===== src/rtl/vga_pkg.sv =====
// Shared types and constants for the VGA plot arbiter and its helpers.
package vga_pkg;
   localparam int COORD_W      = 10;
   localparam int COLOR_W      = 3;
   localparam int VGA_X_W      = 8;
   localparam int VGA_Y_W      = 7;
   localparam int DEF_SCREEN_W = 160;
   localparam int DEF_SCREEN_H = 120;

   typedef enum logic [1:0] {
      ST_IDLE  = 2'd0,
      ST_CLEAR = 2'd1,
      ST_GRANT = 2'd2,
      ST_BUSY  = 2'd3
   } state_t;

   // Full-width compare so that e.g. x=261 is not mistaken for x=5 on an 8-bit bus.
   function automatic logic on_screen(input logic [COORD_W-1:0] x,
                                      input logic [COORD_W-1:0] y,
                                      input int w, input int h);
      return (x < COORD_W'(w)) && (y < COORD_W'(h));
   endfunction
endpackage


===== src/rtl/rr_pick.sv =====
// Combinational round-robin selector: first requester at or after the pointer wins.
module rr_pick #(
   parameter int N     = 2,
   parameter int PTR_W = 1
) (
   input  logic [N-1:0]     i_req,
   input  logic [PTR_W-1:0] i_ptr,
   output logic [PTR_W-1:0] o_win,
   output logic             o_valid
);
   // Scan downward so the candidate closest to the pointer is written last.
   always_comb begin
      o_win   = '0;
      o_valid = 1'b0;
      for (int i = N - 1; i >= 0; i--) begin
         if (i_req[(int'(i_ptr) + i) % N]) begin
            o_valid = 1'b1;
            o_win   = PTR_W'((int'(i_ptr) + i) % N);
         end
      end
   end
endmodule


===== src/rtl/vga_plot_arbiter.sv =====
// Arbitrates whole draw operations from sprite engines onto one VGA adapter port,
// clips off-screen pixels and provides a built-in full-screen clear engine.
module vga_plot_arbiter
   import vga_pkg::*;
#(
   parameter int NUM_CLIENTS = 2,
   parameter int SCREEN_W    = DEF_SCREEN_W,
   parameter int SCREEN_H    = DEF_SCREEN_H,
   parameter int TIMEOUT     = 8192
) (
   input  logic                           clk,
   input  logic                           reset,
   input  logic                           clear_req,
   input  logic [COLOR_W-1:0]             clear_color,
   input  logic [NUM_CLIENTS-1:0]         cl_req,
   output logic [NUM_CLIENTS-1:0]         cl_go,
   input  logic [COORD_W*NUM_CLIENTS-1:0] cl_x,
   input  logic [COORD_W*NUM_CLIENTS-1:0] cl_y,
   input  logic [COLOR_W*NUM_CLIENTS-1:0] cl_color,
   input  logic [NUM_CLIENTS-1:0]         cl_plot,
   input  logic [NUM_CLIENTS-1:0]         cl_done,
   output logic [NUM_CLIENTS-1:0]         cl_ack,
   output logic                           aborted,
   output logic                           busy,
   output logic [VGA_X_W-1:0]             vga_x,
   output logic [VGA_Y_W-1:0]             vga_y,
   output logic [COLOR_W-1:0]             vga_colour,
   output logic                           vga_plot,
   output state_t                         dbg_state
);
   localparam int PTR_W = (NUM_CLIENTS > 1) ? $clog2(NUM_CLIENTS) : 1;
   localparam int TMO_W = $clog2(TIMEOUT);

   state_t                   r_state, w_next;
   logic [PTR_W-1:0]         r_ptr, r_win, w_pick;
   logic                     w_pick_valid;
   logic [COORD_W-1:0]       r_cx, r_cy;
   logic [COLOR_W-1:0]       r_clr_color;
   logic [TMO_W-1:0]         r_tmo;
   logic                     r_seen;
   logic [COORD_W-1:0]       w_win_x, w_win_y;
   logic [COLOR_W-1:0]       w_win_color;
   logic                     w_win_plot, w_win_done, w_done_ok, w_tmo_hit, w_end, w_clear_last;
   logic [NUM_CLIENTS-1:0]   w_go, w_ack, r_go, r_ack;
   logic                     w_abort, r_abort, w_vp, r_vp;
   logic [VGA_X_W-1:0]       w_vx, r_vx;
   logic [VGA_Y_W-1:0]       w_vy, r_vy;
   logic [COLOR_W-1:0]       w_vc, r_vc;

   rr_pick #(.N(NUM_CLIENTS), .PTR_W(PTR_W)) u_pick (
      .i_req   (cl_req),
      .i_ptr   (r_ptr),
      .o_win   (w_pick),
      .o_valid (w_pick_valid)
   );

   assign w_win_x     = cl_x[COORD_W*int'(r_win) +: COORD_W];
   assign w_win_y     = cl_y[COORD_W*int'(r_win) +: COORD_W];
   assign w_win_color = cl_color[COLOR_W*int'(r_win) +: COLOR_W];
   assign w_win_plot  = cl_plot[r_win];
   assign w_win_done  = cl_done[r_win];

   // Handshake: cl_go pulses once per grant; the client then streams pixels and raises
   // cl_done. Done only counts once a plot has been seen in this grant (same cycle included),
   // which masks a done level left over from the previous operation. cl_ack closes the grant.
   assign w_done_ok    = w_win_done && (r_seen || w_win_plot);
   assign w_tmo_hit    = (r_tmo == TMO_W'(TIMEOUT - 1));
   assign w_end        = w_done_ok || w_tmo_hit;
   assign w_clear_last = (r_cx == COORD_W'(SCREEN_W - 1)) && (r_cy == COORD_W'(SCREEN_H - 1));

   always_ff @(posedge clk or posedge reset) begin
      if (reset) r_state <= ST_IDLE;
      else       r_state <= w_next;
   end

   always_comb begin
      w_next = r_state;
      case (r_state)
         ST_IDLE: begin
            if (clear_req)         w_next = ST_CLEAR;
            else if (w_pick_valid) w_next = ST_GRANT;
         end
         ST_CLEAR: if (w_clear_last) w_next = ST_IDLE;
         ST_GRANT: w_next = ST_BUSY;
         ST_BUSY:  if (w_end) w_next = ST_IDLE;
         default:  w_next = ST_IDLE;
      endcase
   end

   always_comb begin
      w_go    = '0;
      w_ack   = '0;
      w_abort = 1'b0;
      w_vx    = '0;
      w_vy    = '0;
      w_vc    = '0;
      w_vp    = 1'b0;
      case (r_state)
         ST_IDLE: if (w_next == ST_GRANT) w_go[w_pick] = 1'b1;
         ST_CLEAR: begin
            w_vx = r_cx[VGA_X_W-1:0];
            w_vy = r_cy[VGA_Y_W-1:0];
            w_vc = r_clr_color;
            w_vp = 1'b1;
         end
         ST_BUSY: begin
            w_vx = w_win_x[VGA_X_W-1:0];
            w_vy = w_win_y[VGA_Y_W-1:0];
            w_vc = w_win_color;
            w_vp = w_win_plot && on_screen(w_win_x, w_win_y, SCREEN_W, SCREEN_H);
            if (w_end) begin
               w_ack[r_win] = 1'b1;
               w_abort      = !w_done_ok;
            end
         end
         default: ;
      endcase
   end

   always_ff @(posedge clk or posedge reset) begin
      if (reset) begin
         r_go    <= '0;
         r_ack   <= '0;
         r_abort <= 1'b0;
         r_vx    <= '0;
         r_vy    <= '0;
         r_vc    <= '0;
         r_vp    <= 1'b0;
      end else begin
         r_go    <= w_go;
         r_ack   <= w_ack;
         r_abort <= w_abort;
         r_vx    <= w_vx;
         r_vy    <= w_vy;
         r_vc    <= w_vc;
         r_vp    <= w_vp;
      end
   end

   always_ff @(posedge clk or posedge reset) begin
      if (reset) begin
         r_ptr       <= '0;
         r_win       <= '0;
         r_cx        <= '0;
         r_cy        <= '0;
         r_tmo       <= '0;
         r_seen      <= 1'b0;
         r_clr_color <= '0;
      end else begin
         case (r_state)
            ST_IDLE: begin
               r_cx   <= '0;
               r_cy   <= '0;
               r_tmo  <= '0;
               r_seen <= 1'b0;
               if (clear_req)            r_clr_color <= clear_color;
               if (w_next == ST_GRANT)   r_win       <= w_pick;
            end
            ST_CLEAR: begin
               if (r_cx == COORD_W'(SCREEN_W - 1)) begin
                  r_cx <= '0;
                  r_cy <= r_cy + 1'b1;
               end else begin
                  r_cx <= r_cx + 1'b1;
               end
            end
            ST_BUSY: begin
               r_tmo <= r_tmo + 1'b1;
               if (w_win_plot) r_seen <= 1'b1;
               if (w_end) r_ptr <= (r_win == PTR_W'(NUM_CLIENTS - 1)) ? '0 : r_win + 1'b1;
            end
            default: ;
         endcase
      end
   end

   assign cl_go      = r_go;
   assign cl_ack     = r_ack;
   assign aborted    = r_abort;
   assign vga_x      = r_vx;
   assign vga_y      = r_vy;
   assign vga_colour = r_vc;
   assign vga_plot   = r_vp;
   assign busy       = (r_state != ST_IDLE);
   assign dbg_state  = r_state;
endmodule


===== config.mk =====
export PLATFORM = sky130hd
export DESIGN_NAME = vga_plot_arbiter
export DESIGN_NICKNAME = d
export VERILOG_FILES = /design/src/rtl/vga_pkg.sv /design/src/rtl/rr_pick.sv /design/src/rtl/vga_plot_arbiter.sv
export SDC_FILE = /design/constraint.sdc
export NUM_CORES = 1
export LEC_CHECK = 0
export ABC_AREA = 1
export CAP_MARGIN = 20
export CORE_MARGIN = 3
export CORE_UTILIZATION = 30
export DETAILED_ROUTE_END_ITERATION = 6
export GPL_ROUTABILITY_DRIVEN = 0
export HOLD_SLACK_MARGIN = 0.06
export PLACE_DENSITY = 0.55
export SLEW_MARGIN = 10
export SYNTH_ARGS = -nofsm -noshare
export SYNTH_HDL_FRONTEND = slang
export SYNTH_HIERARCHICAL = 1
export SYNTH_SLANG_ARGS = --single-unit

===== constraint.sdc =====
create_clock -name clk -period 5.6 [get_ports clk]
set_clock_uncertainty 0.05 [all_clocks]
set_input_delay 0.56 -clock clk [delete_from_list [all_inputs] [get_ports clk]]
set_output_delay 0.56 -clock clk [all_outputs]
set_load 0.05 [all_outputs]

==> results by group, run 1 <==
Flow run
  – Maxcap violations: 0

Route
  – Uppermost layer routed: met4
  – Metal1 wirelength: 4550 µm
  – WL/cell: 14.4 µm
  – Antenna violation net count after detailed routing: 0
  – Number of DRC markers in iteration 0: 150
  – DR vias: 3,167
  – Met3 Wirelength: 504 µm
  – Post-route DRC: 0
  – Post-detailed-route via-to-cell ratio: 4.81
  – Met2 routed WL: 4350 µm
  – Detailed Routing Iterations Pass 1: 5
  – Final WL: 9500 µm

Critical path
  – CP endpoint kind: primary output
  – Setup crit start: dbg_state[0]
  – CP max stage delay: 820 ps
  – Data required time at the worst endpoint: 4990 ps
  – Crit path max-delay cell type: clkdlybuf4s50_1
  – Worst setup SP type: flop
  – Critical path class: flop to primary output
  – Critical path peak fanout: 6
  – CP arrival: 2150 ps
  – Worst path bufs/invs: 3
  – Worst path most repeated cell: inv_1
  – Critical path cell sequence: inv_1 > ha_1 > inv_1 > clkdlybuf4s50_1
  – RR Startpoint: r_win
  – CP delay by family, top: buffers and inverters

GRT
  – Vias in the first global route: 3,080
  – Pin count of the biggest net entering global routing: 66
  – Initial antenna violation count: 0
  – Total grt overflow: 0
  – Total GRT Usage: 15.5%
  – Global-route wire length before repair: 15,600 µm

Floorplanning
  – Die Y: 113 µm
  – Full die area: 0.0128 mm²
  – Placement Rows: 38
  – Die span in x: between 100 and 150 µm
  – Io pins: 85
  – Core area: roughly 0.011 mm²
  – Initial Util: between 30% and 40%

STA
  – Fmax: 0.363 GHz
  – Final worst setup slack: 2840 ps
  – Slew HR: 37.1%
  – RSZ-0062 raised after global routing: no
  – Final period util: between 40% and 50%
  – Pins Over Slew Limit: 0
  – Worst Max-Slew Pin Slew: 943 ps
  – Final Critical Period: approximately 2800 ps
  – Setup Viol. Count Final: 0
  – Setup_tns: 0 ps
  – Final Hold Vio Count: 0

Clock network
  – Setup bufs post-CTS: 0
  – CTS-repair resized insts: 0
  – Clk_lat worst skew: 330 ps
  – Cts bufs inserted: 9
  – Sink Count: 65
  – CTS root buf: clkbuf_16
  – Worst-path clk slew: 50 ps
  – Clock buffer depth: 2
  – CTS Hold Bufs: 0
  – # H-tree levels: 3
  – TritonCTS clock tree: done

Power and ir drop
  – Worst vdd ir: 0.373 mV
  – Leakage: roughly 2.1 nW
  – Tot Pwr: 2.17 mW
  – Pwr Density: 459 mW/mm²

Yosys
  – Mapped cell area: 0.00343 mm²
  – Syn Area/Cell: between 7 and 8 µm²
  – Top-count cell post-synth: nand2_1
  – Number of flops mapped to enable cells by yosys: 0
  – Synth Instances: 430
  – Ys async rst share: 100%
  – Syn nets: 495
  – Synth warnings: 6
  – Synth Register Bits: 65
  – Seq/Total Area, Yosys: 47.4%
  – Most instantiated cells after synthesis: 102 x nand2_1, 65 x dfrtp_1, 50 x nor2_1
  – Top-area cell type share of the netlist area: a little under half
  – Post-synth cell types: 39
  – Ys flop type: dfrtp_1
  – Top cells by area, synth: dfrtp_1 47%, nand2_1 11%, o21ai_0 5.5%, nor2_1 5.5%, inv_1 4.9%
  – Post-synth top area cell: dfrtp_1

Placed design
  – Port buffer count: 84
  – DP Worst Slack: 3190 ps
  – HPWL Detailed: 6890 µm

Final layout
  – Final nets: 579
  – Layout cells sized above 1: under 10%
  – FF/Latch Area: around 0.0016 mm²
  – Ant. Diodes: 0
  – Filler cell count: around 1,100
  – Area grow syn2layout: 37.7%
  – Area of the multi-input gates: roughly 0.0016 mm²
  – Finished Core Util: 43.0%

Outcome
  – Status: complete, no violations

Min path
  – Hold path start: r_tmo[12]
  – Hold Crit Class: flop to flop
==> per-stage QoR <==
step | std cells | hold WS (ps) | instance area, µm²
final | 658 | 446 | 4720
after global routing | 658 | 466 | 4720
after detailed placement | 643 | 432 | 4390
after global placement | 643 | 424 | 4390
after floorplan | 430 | 398 | 3430
after CTS | 658 | 448 | 4720
==> kinds of logic after synthesis <==
logic type | count (synthesis) | share of synthesized area (%)
fa+ha+maj | 7 | 2.55
mux | 2 | 0.657
buf+inv | 61 | 7.33
xor+xnor | 10 | 2.55
compound gates | 77 | 12.4
flops | 65 | 47.4
simple gates | 208 | 27.0
==> worst paths after layout <==
| path | to | slack (ps) | cells past startpoint |
|---|---|---|---|
| setup / recovery | busy | 2840 | 4 |
| hold reg to reg | r_tmo[12] | 450 | 2 |
| min in group asynchronous | vga_y[4] | 730 | 3 |
| hold / removal | r_tmo[12] | 450 | 2 |
| setup reg to reg | r_ptr | 3160 | 7 |
| max in group asynchronous | r_cx[1] | 4190 | 3 |
==> area by class of cell <==
| type | count | area share, % |
|---|---|---|
| Clock buffer | 13 | 5.72 |
| Clock inverter | 2 | 1.27 |
| Inverter | 49 | 4.00 |
| Multi-Input combinational cell | 304 | 32.9 |
| Sequential cell | 65 | 34.5 |
| Tap cell | 140 | 3.71 |
| Timing Repair Buffer | 85 | 18.0 |
==> layout by cell type (no fill, tap or decap), types with 2 or more instances in the layout <==
cell type / count
o22ai_1: 14
ha_1: 7
nand3_1: 26
inv_1: 44
nor2_2: 3
a21oi_1: 12
clkdlybuf4s50_1: 84
nor3_1: 6
clkbuf_16: 9
bufinv_16: 2
o21bai_1: 3
nor3b_1: 2
clkbuf_8: 3
o21ai_0: 38
nand2_1: 102
xor2_1: 9
o21ai_1: 4
nand4_1: 9
mux2_2: 2
inv_2: 4
nor2_1: 50
dfrtp_1: 65
nor2_4: 3
==> routing by layer <==
| layer | vias to the layer above | global-route usage [%] |
|---|---|---|
| met2 | 81 | 24.0 |
| met1 | 1512 | 21.4 |
| li1 | 1565 | - |
| met5 | - | 0 |
| met3 | 9 | 4.81 |
| met4 | 0 | 3.61 |
==> state kept, by name, indices dropped and copies added, names as in the netlist, 2 cells and up <==
signal and cells:
cl_ack 2, cl_go 2, dbg_state 2, r_clr_color 3, r_cx 10, r_cy 10
r_tmo 13, vga_colour 3, vga_x 8, vga_y 7
==> power by group <==
part	internal, mW	leakage (nW)	switching [mW]	total (mW)
Clock	0.424	0.162	0.198	0.621
Combinational	0.281	1.06	0.640	0.922
Sequential	0.553	0.879	0.0709	0.624
==> worst reg2reg max path: cells and delay by family, from the launching register on <==
family | cells | cell delay (ps)
flops | 1 | 860
buf+inv | 1 | 630
simple gates | 5 | 630
compound gates | 1 | 100
Power figures use the tool's default switching activity.
==> inputs of run 2 (changes only) <==
--- a/config.mk
+++ b/config.mk
@@ -12,7 +12,7 @@
 export DETAILED_ROUTE_END_ITERATION = 6
 export GPL_ROUTABILITY_DRIVEN = 0
 export HOLD_SLACK_MARGIN = 0.06
-export PLACE_DENSITY = 0.55
+export PLACE_DENSITY = 0.57
 export SLEW_MARGIN = 10
 export SYNTH_ARGS = -nofsm -noshare
 export SYNTH_HDL_FRONTEND = slang
==> constraint.sdc (replaced) <==
create_clock -name clk -period 2.38 [get_ports clk]
set_clock_uncertainty 0.05 [all_clocks]
set_input_delay 0.238 -clock clk [delete_from_list [all_inputs] [get_ports clk]]
set_output_delay 0.238 -clock clk [all_outputs]
set_load 0.05 [all_outputs]
==> run 2 against run 1 <==
Effect of this change: die area stayed put; worst setup slack got worse by 2500 ps; via count decreased by 0.95%; power grew 140%; sequential power grew 130%; first-iteration DRC count decreased by 18%; worst hold slack got worse by 210 ps; largest cell class unchanged; sequential cell count is the same; register-to-register slack got worse by 2800 ps; critical path depth rose by 5.
==> results by group, run 2 (synthesis gave the netlist of run 1 again) <==
Clock network
  – Setup bufs post-CTS: 0 (unchanged)
  – TritonCTS clock tree: done
  – Clock buffer depth: 2 (unchanged)
  – Cts bufs inserted: 9 (unchanged)
  – CTS-repair resized insts: 0 (unchanged)
  – CTS root buf: clkbuf_16
  – # H-tree levels: 3 (unchanged)
  – CTS Hold Bufs: 0 (unchanged)
  – Clk_lat worst skew: 330 ps (about the same)
  – Sink Count: 65 (unchanged)
  – Worst-path clk slew: 60 ps (about the same)

Final layout
  – Filler cell count: 1,106 (+1.4%)
  – Layout cells sized above 1: 7.81% (+1.2 points)
  – Regs by FF count: r_tmo x13, r_cx x10, r_cy x10
  – Most common cell after layout, fill and taps aside: nand2_1
  – Final nets: 585 (+1.0%)
  – Finished Core Util: 43.3% (+0.34 points)
  – Area grow syn2layout: 38.7%
  – Max reg flops: 13 (unchanged)
  – Largest register by flop count: r_tmo
  – Most frequent cells in the layout: 102 x nand2_1, 83 x clkdlybuf4s50_1, 65 x dfrtp_1, 50 x nor2_1, 44 x inv_1
  – Ant. Diodes: 0 (unchanged)
  – Final non-filler cell total: 665 (+1.1%)

Critical path
  – R2r setup slk: 340 ps (-2820 ps)
  – CP delay by family, top: simple AND/OR/NAND/NOR gates
  – RR Startpoint: dbg_state[0]
  – Setup crit start: dbg_state[0]
  – R2R depth: 9 (+2)
  – Crit path max-delay cell type: dfrtp_1
  – Data required time at the worst endpoint: 2600 ps (-2390 ps)
  – RR Endpoint: r_tmo[12]
  – CP max stage delay: 440 ps (-380 ps)
  – Critical path peak fanout: 12 (+6)
  – Worst setup SP type: flop
  – CP Depth: 9 (+5)
  – Critical path class: flop to flop
  – Worst path most repeated cell: inv_1
  – CP arrival: 2270 ps (+120 ps)
  – Worst path bufs/invs: 3 (unchanged)
  – End of the critical path: r_tmo[12]
  – Critical path cell sequence: inv_1 > ha_1 > inv_1 > nand4_1 > nor2_2 > nand3_1 > nor2_1 > o21ai_1 > inv_1
  – CP endpoint kind: flop

Placed design
  – HPWL Detailed: 7080 µm (+2.6%)
  – Placed cells: 649 (+0.93%)
  – Port buffer count: 84 (unchanged)

Route
  – Post-detailed-route via-to-cell ratio: 4.72 (-2.0%)
  – Detailed Routing Iterations Pass 1: 7 (+2)
  – WL/cell: 14.3 µm (-0.59%)
  – Final WL: 9540 µm (+0.46%)
  – Antenna violation net count after detailed routing: 0 (unchanged)
  – DR vias: 3,137 (-0.95%)
  – Post-route DRC: 0 (unchanged)
  – Number of DRC markers in iteration 0: 123 (-18%)

STA
  – Final Critical Period: slightly above 2000 ps
  – Worst Max-Slew Pin Slew: 533 ps (-410 ps)
  – Setup Viol. Count Final: 0 (unchanged)
  – Slew HR: 64.4% (+27 points)
  – Final period util: approximately 86%
  – RSZ-0062 raised after global routing: no
  – Pins Over Slew Limit: 0 (unchanged)
  – Fmax: 0.490 GHz
  – Final Hold Vio Count: 0 (unchanged)
  – Setup_tns: 0 ps (unchanged)

Floorplanning
  – Die Y: 113 µm (unchanged)
  – Core area: 0.0110 mm² (unchanged)
  – Placement Rows: 38 (unchanged)
  – Full die area: 0.0128 mm² (unchanged)
  – Die span in x: 113 µm (unchanged)
  – Io pins: 85 (unchanged)
  – Initial Util: 31.2% (unchanged)

GRT
  – Initial antenna violation count: 0 (unchanged)
  – Pin count of the biggest net entering global routing: 66 (unchanged)
  – Total GRT Usage: 15.5% (about the same)
  – Vias in the first global route: 3,091 (+0.36%)
  – Global-route wire length before repair: 15,800 µm (+1.3%)
  – Total grt overflow: 0 (unchanged)

Min path
  – Hold Crit Class: primary input to async pin

Power and ir drop
  – Worst vdd ir: 0.709 mV (+90%)
  – Leakage: 2.12 nW (+0.90%)
  – Pwr Density: 1080 mW/mm² (+130%)

Flow run
  – Maxcap violations: 0 (unchanged)

Outcome
  – Status: complete, no violations
run 2: cell count changes in the layout (fill, tap and decap cells not counted), sizes merged:
cell | before | now
clkbuf | 13 | 11
clkdlybuf4s50 | 84 | 83
clkinvlp | 0 | 2
clkinv | 0 | 1
buf | 1 | 8
run 2: stage by stage:
| step | cell area [µm²] | power (mW) | hold slack [ps] | setup slack (ps) |
|---|---|---|---|---|
| finish | 4760 | 5.12 | 237 | 338 |
| detailed placement | 4450 | 3.74 | 422 | 354 |
| floorplan | 3430 | 3.00 | 338 | 275 |
| global placement | 4450 | 3.71 | 417 | 491 |
| global route | 4760 | 5.44 | 280 | 98.9 |
| CTS | 4760 | 5.18 | 272 | 349 |
run 2: cell type report:
type                    instances  area [µm²]  area share (%)
flip-flops and latches         65        1630            34.2
multi-input cells             304        1550            32.6
repair buffers                 91         903            19.0
clock buffers                  11         233            4.89
inverters                      49         189            3.97
well taps                     140         175            3.68
clock inverters                 5        80.1            1.68
run 2: worst min-delay path by stage:
stage	start	to
2_1_floorplan	clear_color[0]	r_clr_color[0]
3_3_place_gp	r_clr_color[0]	vga_colour[0]
3_5_place_dp	r_tmo[12]	r_tmo[12]
4_1_cts	reset	vga_y[4]
5_1_grt	reset	vga_y[4]
6_report	reset	vga_y[4]
run 2: layer usage:
metal | vias up | global-route usage, % | wire length (µm)
met1 | 1484 | 21.4 | 4610
met4 | 0 | 5.29 | 175
met3 | 14 | 3.10 | 338
met2 | 61 | 24.4 | 4420
met5 | - | 0 | 0
li1 | 1578 | - | -
run 2: where the power goes:
group	total, mW	switching, mW	leakage [nW]	internal, mW
combinational	2.30	1.58	1.09	0.714
clock	1.42	0.501	0.146	0.916
sequential	1.41	0.106	0.879	1.30
run 2: worst min-delay path, stage by stage:
cell             delay (ps)
clkdlybuf4s50_1         410
inv_2                    70
buf_12                  290
==> inputs of run 3 (changes only) <==
--- a/config.mk
+++ b/config.mk
@@ -9,9 +9,11 @@
 export CAP_MARGIN = 20
 export CORE_MARGIN = 3
 export CORE_UTILIZATION = 30
+export CTS_CLUSTER_DIAMETER = 100
 export DETAILED_ROUTE_END_ITERATION = 6
 export GPL_ROUTABILITY_DRIVEN = 0
 export HOLD_SLACK_MARGIN = 0.06
+export MAX_ROUTING_LAYER = met4
 export PLACE_DENSITY = 0.57
 export SLEW_MARGIN = 10
 export SYNTH_ARGS = -nofsm -noshare
==> run 3 against run 2 <==
Effect of this change: die area did not move; maximum frequency rose by 0.48%; register-to-register slack barely moved; clock-buffer cell count did not move; cell area did not move; final cell count did not move; wire length rose by 0.12%; clock power barely moved; via count rose by 0.32%; largest cell class unchanged; critical path type unchanged; worst setup slack improved by 9.7 ps; combinational power barely moved.
==> results by group, run 3 (synthesis gave the netlist of run 1 again) <==
Critical path
  – Setup crit start: dbg_state[0]
  – CP max stage delay: 440 ps (about the same)
  – Critical path cell sequence: inv_1 > ha_1 > inv_1 > nand4_1 > nor2_2 > nand3_1 > nor2_1 > o21ai_1 > inv_1
  – CP arrival: 2260 ps (about the same)
  – Crit path max-delay cell type: dfrtp_1
  – Critical path peak fanout: 12 (unchanged)
  – CP endpoint kind: flop
  – Worst path bufs/invs: 3 (unchanged)
  – Worst path most repeated cell: inv_1
  – Critical path class: flop to flop
  – RR Startpoint: dbg_state[0]
  – CP delay by family, top: simple AND/OR/NAND/NOR gates
  – Worst setup SP type: flop
  – Data required time at the worst endpoint: 2600 ps (about the same)

Clock network
  – Clk_lat worst skew: 330 ps (about the same)
  – Setup bufs post-CTS: 0 (unchanged)
  – TritonCTS clock tree: done
  – Cts bufs inserted: 9 (unchanged)
  – CTS root buf: clkbuf_16
  – # H-tree levels: 3 (unchanged)
  – CTS-repair resized insts: 0 (unchanged)
  – CTS Hold Bufs: 0 (unchanged)
  – Worst-path clk slew: 60 ps (about the same)
  – Clock buffer depth: 2 (unchanged)
  – Sink Count: 65 (unchanged)

STA
  – Final period util: 85.4% (-0.41 points)
  – RSZ-0062 raised after global routing: no
  – Setup Viol. Count Final: 0 (unchanged)
  – Final worst setup slack: 348 ps (+9.71 ps)
  – Slew HR: 64.4% (about the same)
  – Fmax: 0.492 GHz (+0.48%)
  – Final Critical Period: 2030 ps (-9.71 ps)
  – Final Hold Vio Count: 0 (unchanged)
  – Setup_tns: 0 ps (unchanged)
  – Pins Over Slew Limit: 0 (unchanged)
  – Worst Max-Slew Pin Slew: 533 ps (-0.0522 ps)

GRT
  – Pin count of the biggest net entering global routing: 66 (unchanged)
  – Initial antenna violation count: 0 (unchanged)
  – Vias in the first global route: 3,088 (-0.097%)
  – Global-route wire length before repair: 15,900 µm (+0.26%)
  – Total grt overflow: 0 (unchanged)
  – Total GRT Usage: 16.0% (+0.50 points)

Final layout
  – Ant. Diodes: 0 (unchanged)
  – Largest register by flop count: r_tmo
  – Most common cell after layout, fill and taps aside: nand2_1
  – Max reg flops: 13 (unchanged)
  – Layout cells sized above 1: 7.81% (unchanged)
  – Final nets: 585 (unchanged)
  – Regs by FF count: r_tmo x13, r_cx x10, r_cy x10
  – Final Cell Area: 0.00476 mm² (unchanged)
  – Most frequent cells in the layout: 102 x nand2_1, 83 x clkdlybuf4s50_1, 65 x dfrtp_1, 50 x nor2_1, 44 x inv_1
  – Final non-filler cell total: 665 (unchanged)
  – Filler cell count: 1,106 (unchanged)
  – Area grow syn2layout: 38.7% (unchanged)

Route
  – Number of DRC markers in iteration 0: 129 (+4.9%)
  – WL/cell: 14.4 µm (+0.12%)
  – Final WL: 9550 µm (+0.12%)
  – Post-route DRC: 0 (unchanged)
  – DR vias: 3,147 (+0.32%)
  – Antenna violation net count after detailed routing: 0 (unchanged)
  – Post-detailed-route via-to-cell ratio: 4.73 (+0.32%)
  – Detailed Routing Iterations Pass 1: 5 (-2)

Placed design
  – HPWL Detailed: 7080 µm (unchanged)
  – DP Worst Slack: 354 ps (unchanged)
  – Port buffer count: 84 (unchanged)
  – Area after DPL: 0.00445 mm² (unchanged)
  – Placed cells: 649 (unchanged)

Floorplanning
  – Die Y: 113 µm (unchanged)
  – Full die area: 0.0128 mm² (unchanged)
  – Placement Rows: 38 (unchanged)
  – Io pins: 85 (unchanged)
  – Core area: 0.0110 mm² (unchanged)
  – Initial Util: 31.2% (unchanged)
  – Die span in x: 113 µm (unchanged)

Power and ir drop
  – Worst vdd ir: 0.710 mV (+0.16%)
  – Leakage: 2.12 nW (unchanged)
  – Pwr Density: 1080 mW/mm² (about the same)
  – Tot Pwr: 5.12 mW (about the same)

Outcome
  – Status: complete, no violations

Min path
  – Hold Crit Class: primary input to async pin

Flow run
  – Maxcap violations: 0 (unchanged)
[run 3: cell counts in the layout (fill, tap and decap cells not counted)]
Identical to the previous run, type by type.
[run 3: path summary, 6_finish.rpt]
| path | endpoint | cells past startpoint | slack (ps) |
|---|---|---|---|
| worst min-delay path | vga_y[4] | 3 | 250 |
| max in group asynchronous | r_cx[2] | 3 | 1750 |
| worst min register to register | vga_colour[0] | 2 | 440 |
| worst max register to register | r_tmo[12] | 9 | 350 |
| worst max-delay path | r_tmo[12] | 9 | 350 |
| min in group clk | vga_colour[0] | 2 | 440 |
[run 3: layer usage]
layer | part of all wire, % | global-route usage [%] | wire [µm] | up-vias
met1 | 49 | 21.6 | 4650 | 1488
met5 | 0 | - | 0 | -
met3 | 3.6 | 3.10 | 344 | 12
li1 | - | - | - | 1580
met4 | 1.6 | 5.29 | 151 | 0
met2 | 46 | 24.3 | 4410 | 67
[run 3: final cells by class]
| type | instances | area [µm²] | area share [%] |
|---|---|---|---|
| repair buffers | 91 | 903 | 19.0 |
| multi-input cells | 304 | 1550 | 32.6 |
| inverters | 49 | 189 | 3.97 |
| clock inverters | 5 | 80.1 | 1.68 |
| flip-flops and latches | 65 | 1630 | 34.2 |
| clock buffers | 11 | 233 | 4.89 |
| well taps | 140 | 175 | 3.68 |
[run 3: worst register-to-register path: stages, from the launching register on]
cell and delay (ps):
dfrtp_1 440, inv_1 140, ha_1 370, inv_1 260, nand4_1 190, nor2_2 190, nand3_1 120, nor2_1 100
o21ai_1 60, inv_1 50
[run 3: stage by stage]
| step | hold slack (ps) | utilization (%) |
|---|---|---|
| final | 248 | 43.3 |
| after CTS | 272 | 43.3 |
| after detailed placement | 422 | 40.5 |
| after global routing | 281 | 43.3 |
| after floorplan | 338 | - |
| after global placement | 417 | 40.5 |
[run 3: where the power goes]
part / internal, mW / switching, mW / leakage [nW]
Combinational: 0.714 / 1.58 / 1.09
Sequential: 1.30 / 0.107 / 0.879
Clock: 0.916 / 0.505 / 0.146
Total: 2.93 / 2.19 / 2.12
